### src/rtl/tree_argmax_pkg.sv
// Shared constants and elaboration helpers for the pipelined argmax tree.
package tree_argmax_pkg;

    localparam int PerfCntWidth = 32;

    function automatic int tree_levels(input int n);
        return (n > 1) ? $clog2(n) : 1;
    endfunction

    // Heap layout: root is 0, children of node h are 2h+1 and 2h+2.
    function automatic int heap_idx(input int level, input int l);
        return (1 << level) - 1 + l;
    endfunction

endpackage

### src/rtl/tree_argmax_node.sv
// Combinational two-child argmax merge; ties resolve to the left (lower index) child.
module tree_argmax_node #(
    parameter int DataWidth = 32,
    parameter int IdxWidth  = 1
) (
    input  logic                 left_part,
    input  logic [DataWidth-1:0] left_data,
    input  logic [IdxWidth-1:0]  left_idx,
    input  logic                 right_part,
    input  logic [DataWidth-1:0] right_data,
    input  logic [IdxWidth-1:0]  right_idx,
    output logic                 merged_part,
    output logic [DataWidth-1:0] merged_data,
    output logic [IdxWidth-1:0]  merged_idx
);

    always_comb begin
        merged_part = left_part | right_part;
        merged_data = '0;
        merged_idx  = '0;
        if (left_part && (!right_part || left_data >= right_data)) begin
            merged_data = left_data;
            merged_idx  = left_idx;
        end else if (right_part) begin
            merged_data = right_data;
            merged_idx  = right_idx;
        end
    end

endmodule

### src/rtl/tree_argmax_pipe.sv
// Pipelined binary-tree argmax, one register stage per tree level, global stall enable.
// Optional macro TREE_ARGMAX_PIPE_PERF_CNT_EN adds handshake and stall counters.
module tree_argmax_pipe
    import tree_argmax_pkg::*;
#(
    parameter  int NumIn     = 5,
    parameter  int DataWidth = 32,
    localparam int Levels    = tree_levels(NumIn),
    localparam int IdxWidth  = (NumIn > 1) ? $clog2(NumIn) : 1
) (
    input  logic                       clk_i,
    input  logic                       rst_i,
    input  logic                       in_valid_i,
    output logic                       in_ready_o,
    input  logic [NumIn*DataWidth-1:0] in_data_i,
    input  logic [NumIn-1:0]           in_mask_i,
    output logic                       out_valid_o,
    input  logic                       out_ready_i,
    output logic [DataWidth-1:0]       out_data_o,
    output logic [IdxWidth-1:0]        out_idx_o,
    output logic                       out_any_o
`ifdef TREE_ARGMAX_PIPE_PERF_CNT_EN
    ,
    output logic [PerfCntWidth-1:0]    perf_cnt_o,
    output logic [PerfCntWidth-1:0]    perf_stall_o
`endif
);

    localparam int NumLeaves = 1 << Levels;
    localparam int NumNodes  = NumLeaves - 1;

    logic [NumLeaves-1:0] leaf_part;
    logic [DataWidth-1:0] leaf_data [NumLeaves];
    logic [IdxWidth-1:0]  leaf_idx  [NumLeaves];

    logic [NumNodes-1:0]  node_part_q;
    logic [DataWidth-1:0] node_data_q [NumNodes];
    logic [IdxWidth-1:0]  node_idx_q  [NumNodes];

    logic [NumNodes-1:0]  mrg_part;
    logic [DataWidth-1:0] mrg_data [NumNodes];
    logic [IdxWidth-1:0]  mrg_idx  [NumNodes];

    logic [Levels-1:0]    valid_q;
    logic [Levels-1:0]    valid_in;
    logic                 en;

    for (genvar l = 0; l < NumLeaves; l++) begin : g_leaf
        if (l < NumIn) begin : g_real
            assign leaf_part[l] = in_mask_i[l];
            assign leaf_data[l] = in_data_i[l*DataWidth +: DataWidth];
            assign leaf_idx[l]  = IdxWidth'(l);
        end else begin : g_pad
            assign leaf_part[l] = 1'b0;
            assign leaf_data[l] = '0;
            assign leaf_idx[l]  = '0;
        end
    end

    // The deepest stage merges leaves straight from the inputs; others merge the stage below.
    for (genvar k = 0; k < Levels; k++) begin : g_level
        for (genvar l = 0; l < (1 << k); l++) begin : g_node
            localparam int H = heap_idx(k, l);
            if (k == Levels - 1) begin : g_from_leaf
                tree_argmax_node #(.DataWidth(DataWidth), .IdxWidth(IdxWidth)) u_node (
                    .left_part   (leaf_part[2*l]),
                    .left_data   (leaf_data[2*l]),
                    .left_idx    (leaf_idx[2*l]),
                    .right_part  (leaf_part[2*l+1]),
                    .right_data  (leaf_data[2*l+1]),
                    .right_idx   (leaf_idx[2*l+1]),
                    .merged_part (mrg_part[H]),
                    .merged_data (mrg_data[H]),
                    .merged_idx  (mrg_idx[H])
                );
            end else begin : g_from_node
                localparam int C = heap_idx(k + 1, 2 * l);
                tree_argmax_node #(.DataWidth(DataWidth), .IdxWidth(IdxWidth)) u_node (
                    .left_part   (node_part_q[C]),
                    .left_data   (node_data_q[C]),
                    .left_idx    (node_idx_q[C]),
                    .right_part  (node_part_q[C+1]),
                    .right_data  (node_data_q[C+1]),
                    .right_idx   (node_idx_q[C+1]),
                    .merged_part (mrg_part[H]),
                    .merged_data (mrg_data[H]),
                    .merged_idx  (mrg_idx[H])
                );
            end
        end
    end

    assign en = ~valid_q[0] | out_ready_i;

    always_comb begin
        valid_in             = valid_q >> 1;
        valid_in[Levels-1]   = in_valid_i;
    end

    always_ff @(posedge clk_i) begin
        if (rst_i) begin
            valid_q     <= '0;
            node_part_q <= '0;
            for (int h = 0; h < NumNodes; h++) begin
                node_data_q[h] <= '0;
                node_idx_q[h]  <= '0;
            end
        end else if (en) begin
            valid_q <= valid_in;
            for (int k = 0; k < Levels; k++) begin
                if (valid_in[k]) begin
                    for (int l = 0; l < (1 << k); l++) begin
                        node_part_q[heap_idx(k, l)] <= mrg_part[heap_idx(k, l)];
                        node_data_q[heap_idx(k, l)] <= mrg_data[heap_idx(k, l)];
                        node_idx_q[heap_idx(k, l)]  <= mrg_idx[heap_idx(k, l)];
                    end
                end
            end
        end
    end

    assign in_ready_o  = en;
    assign out_valid_o = valid_q[0];
    assign out_data_o  = node_data_q[0];
    assign out_idx_o   = node_idx_q[0];
    assign out_any_o   = node_part_q[0];

`ifdef TREE_ARGMAX_PIPE_PERF_CNT_EN
    logic [PerfCntWidth-1:0] perf_cnt_q;
    logic [PerfCntWidth-1:0] perf_stall_q;

    always_ff @(posedge clk_i) begin
        if (rst_i) begin
            perf_cnt_q   <= '0;
            perf_stall_q <= '0;
        end else if (valid_q[0]) begin
            if (out_ready_i) perf_cnt_q   <= perf_cnt_q + 1'b1;
            else             perf_stall_q <= perf_stall_q + 1'b1;
        end
    end

    assign perf_cnt_o   = perf_cnt_q;
    assign perf_stall_o = perf_stall_q;
`endif

endmodule

### config.mk
export PLATFORM = sky130hd
export DESIGN_NAME = tree_argmax_pipe
export DESIGN_NICKNAME = d
export VERILOG_FILES = /design/src/rtl/tree_argmax_pkg.sv /design/src/rtl/tree_argmax_node.sv /design/src/rtl/tree_argmax_pipe.sv
export SDC_FILE = /design/constraint.sdc
export NUM_CORES = 1
export LEC_CHECK = 0
export ABC_AREA = 1
export BUFFER_PORTS_ARGS = -buffer_cell sky130_fd_sc_hd__buf_2
export CAP_MARGIN = 20
export CORE_ASPECT_RATIO = 1.25
export CORE_MARGIN = 3
export CORE_UTILIZATION = 30
export DETAILED_ROUTE_END_ITERATION = 8
export PLACE_DENSITY_LB_ADDON = 0.08
export SLEW_MARGIN = 10
export SYNTH_ARGS = -nofsm -noshare
export SYNTH_HDL_FRONTEND = slang
export SYNTH_SLANG_ARGS = --single-unit
### constraint.sdc
create_clock -name clk_i -period 4.2 [get_ports clk_i]
set_input_delay 0 -clock clk_i [delete_from_list [all_inputs] [get_ports clk_i]]
set_output_delay 0 -clock clk_i [all_outputs]
set_load 0.005 [all_outputs]
==> flow_metrics.env <==
export IMPL_worstPathArrival_ns=3.45
export IMPL_rsz0062_at_grt="false"
export IMPL_rows=88
export IMPL_cts_root_buffer="clkbuf_16"
export IMPL_initial_utilization_pct=30.41
export IMPL_crit_type="in -> reg"
export IMPL_use_met2_pct=28.43
export IMPL_period_share_pct=75.81
export IMPL_grt_pass1_wl_mm=63.99
export IMPL_grt_pass1_vias=11420
export IMPL_nets=2314
export IMPL_layout_cells_non_filler=2667
export IMPL_max_freq_mhz=314.1
export IMPL_numPortBuffers=206
export IMPL_report_final_slew_viol_count=0
export IMPL_path_cells="dlygate4sd3_1, buf_2, ha_1, nand2_1, nor2_1, nand2_1, nor2_1, nor2_1, nand2_1, nand2_1, nand2_1, buf_4, nand3_1, nand2_1, nor2_1, dlygate4sd3_1"
export IMPL_cp_startpoint="in_data_i[15]"
export IMPL_globalplace_congestion=0.8077
export IMPL_max_clock_path_buffers=3
export IMPL_vias=11700
export IMPL_die_w_um=199.9
export IMPL_synth_nets=2026
export IMPL_final_util_pct=38.17
export IMPL_routedWlPerCell_um=15.46
export IMPL_grtUsageMet1_pct=22.48
export IMPL_placed_area_um2=15580
export IMPL_cp_required_ns=4.47
export IMPL_syn_inst=1729
export IMPL_cp_end_kind="flip-flop"
export IMPL_post_place_cells=2494
export IMPL_synth_cell_types=32
export IMPL_cts_repair_resized=0
export IMPL_slowest_stage="nand2_1"
export IMPL_path_buf_inv=4
export IMPL_cp_top_family="buffers and inverters"
export IMPL_tightest_slew_ns=1.034
export IMPL_p_per_area_nw_per_um2=326.3
export IMPL_power_w=0.005774
export IMPL_syn2layout_area_growth_pct=25.54
export IMPL_maxCapViolations=0
export IMPL_vdd_drop_max_mv=0.2303
export IMPL_status="finished clean"
export IMPL_hold_class="in -> reg"
export IMPL_finalWirelength_mm=41.24
export IMPL_fill_cells=4778
export IMPL_cts_tree="yes"
export IMPL_gr_total_overflow=0
export IMPL_leakage_nw=8.421
export IMPL_antenna_found_initial=1
export IMPL_grt_busiest_layer="met2"
export IMPL_numCtsBuffers=26
export IMPL_hpwl_mm=29.74
export IMPL_synthesis_area_um2=14100
export IMPL_slew_headroom_pct=31.05
export IMPL_tns_ns=0
export IMPL_timing_critical_path_mode_cell="nand2_1"
export IMPL_stdcell_area_um2=17700
export IMPL_antennaDiodeCount=0
export IMPL_dr_pass1_iters=5
export IMPL_grtUsageMet3_pct=1.664
export IMPL_drtAntennaViolNets=0
export IMPL_fin_crit_ns=3.184
export IMPL_path_max_fanout=35
export IMPL_drc=0
export IMPL_synth_yosys_seq_area_share_pct=44.31
export IMPL_layout_commonest_cell="nand2_1"
export IMPL_grt_total_usage_pct=16.55
export IMPL_drive_above_1_share_pct=13.60
export IMPL_start_kind="input port"
export IMPL_regToRegStartpoint="valid_q[0]"
export IMPL_io_pin_count=207
export IMPL_avgViaCountPerCell=4.388
export IMPL_ys_warnings_count=0
export IMPL_hold_start="in_data_i[57]"
export IMPL_final_cell_mix="nand2_1, nor2_1, inv_1, buf_2, edfxtp_1"
export IMPL_hold_viol=0
export IMPL_drtIter0Drc=555
export IMPL_finalClockSkew_ns=0.02375
export IMPL_die_h_um=248.4
export IMPL_synth_seq_cells=211
export IMPL_htreeDepth=1
export IMPL_crit_path_max_incr_delay_ns=0.68
export IMPL_avgSynthCellArea_um2=8.153
export IMPL_grt_start_max_net_pins=102
export IMPL_ctsHoldBuffers=122
export IMPL_core_area_um2=46350
export IMPL_cts_sinks=211
export IMPL_clk_pin_slew_ns=0.06
export IMPL_die_area_um2=49640
export IMPL_setup_viol=0
export IMPL_clock_latency_ns=0.54
export IMPL_post_cts_buffers=0
==> power by group <==
group / internal [W] / total (W) / switching [W] / leakage (nW)
Combinational: 0.000415 / 0.000989 / 0.000574 / 5.76
Clock: 0.00134 / 0.00223 / 0.000899 / 0.402
Sequential: 0.00246 / 0.00255 / 0.0000917 / 2.26
==> state kept, by name, summed over array words and instances (netlist names) <==
name and flops:
node_data_q 192, node_idx_q 10, node_part_q 6, valid_q 3
==> metrics by stage <==
stage / hold WS [ns] / setup slack (ns)
floorplan: 0.1070 / 0.8496
global placement: 0.2954 / 1.127
detailed placement: 0.2974 / 1.152
CTS: 0.0002797 / 0.9825
global route: 0.02200 / 0.6724
finish: 0.002144 / 1.016
==> area by class of cell <==
type | instances | area (um^2) | share of cell area (%)
flip-flops and latches | 211 | 6246 | 35.30
repair buffers | 342 | 2392 | 13.52
well taps | 630 | 788.3 | 4.455
inverters | 267 | 1002 | 5.664
clock inverters | 9 | 97.59 | 0.5515
clock buffers | 39 | 740.7 | 4.186
multi-input cells | 1169 | 6429 | 36.33
==> metal layers <==
layer | part of all wire [%] | routed length, um
met5 | 0.032 | 13
met4 | 2.1 | 873
met3 | 3.9 | 1618
met1 | 46 | 19110
met2 | 48 | 19630
==> synthesized netlist by cell type (all sizes together) <==
library cell	count	area share, %
a21boi	95	5.1
inv	266	7.1
nor3b	2	0.18
o21ai	16	0.57
a21o	5	0.27
nor3	1	0.035
nand3	41	1.5
o21bai	1	0.053
o21a	5	0.27
nor2	287	7.7
o22ai	2	0.089
nand2	458	12
nor4	1	0.089
nand3b	62	3.3
edfxtp	202	43
clkinv	1	0.027
clkbuf	33	0.88
dfxtp	9	1.3
nand4	9	0.40
and3	2	0.089
buf	49	2.3
ha	128	11
a21oi	54	2.0
==> worst paths after layout <==
check        slack, ns                   to  cells past startpoint
max               1.02  node_data_q[0][127]                     16
min              0.002  node_data_q[0][121]                      4
max reg2reg       1.42  node_data_q[0][151]                      9
min reg2reg       0.47       node_part_q[0]                      2
==> worst register-to-register path, delay by kind of cell, from the launching register on <==
family        cells  cell delay, ns
buf+inv           4            1.47
simple gates      5            0.87
flops             1            0.31
==> logic make-up (layout without fill, tap and decap cells) <==
logic type,Yosys count,after routing,synth area share (%)
fa+ha+maj,128,128,11.36
simple gates,863,863,25.72
flops,211,211,44.31
compound gates,178,178,8.299
buf+inv,349,657,10.31
No activity file was read; power rests on OpenSTA's default activity.
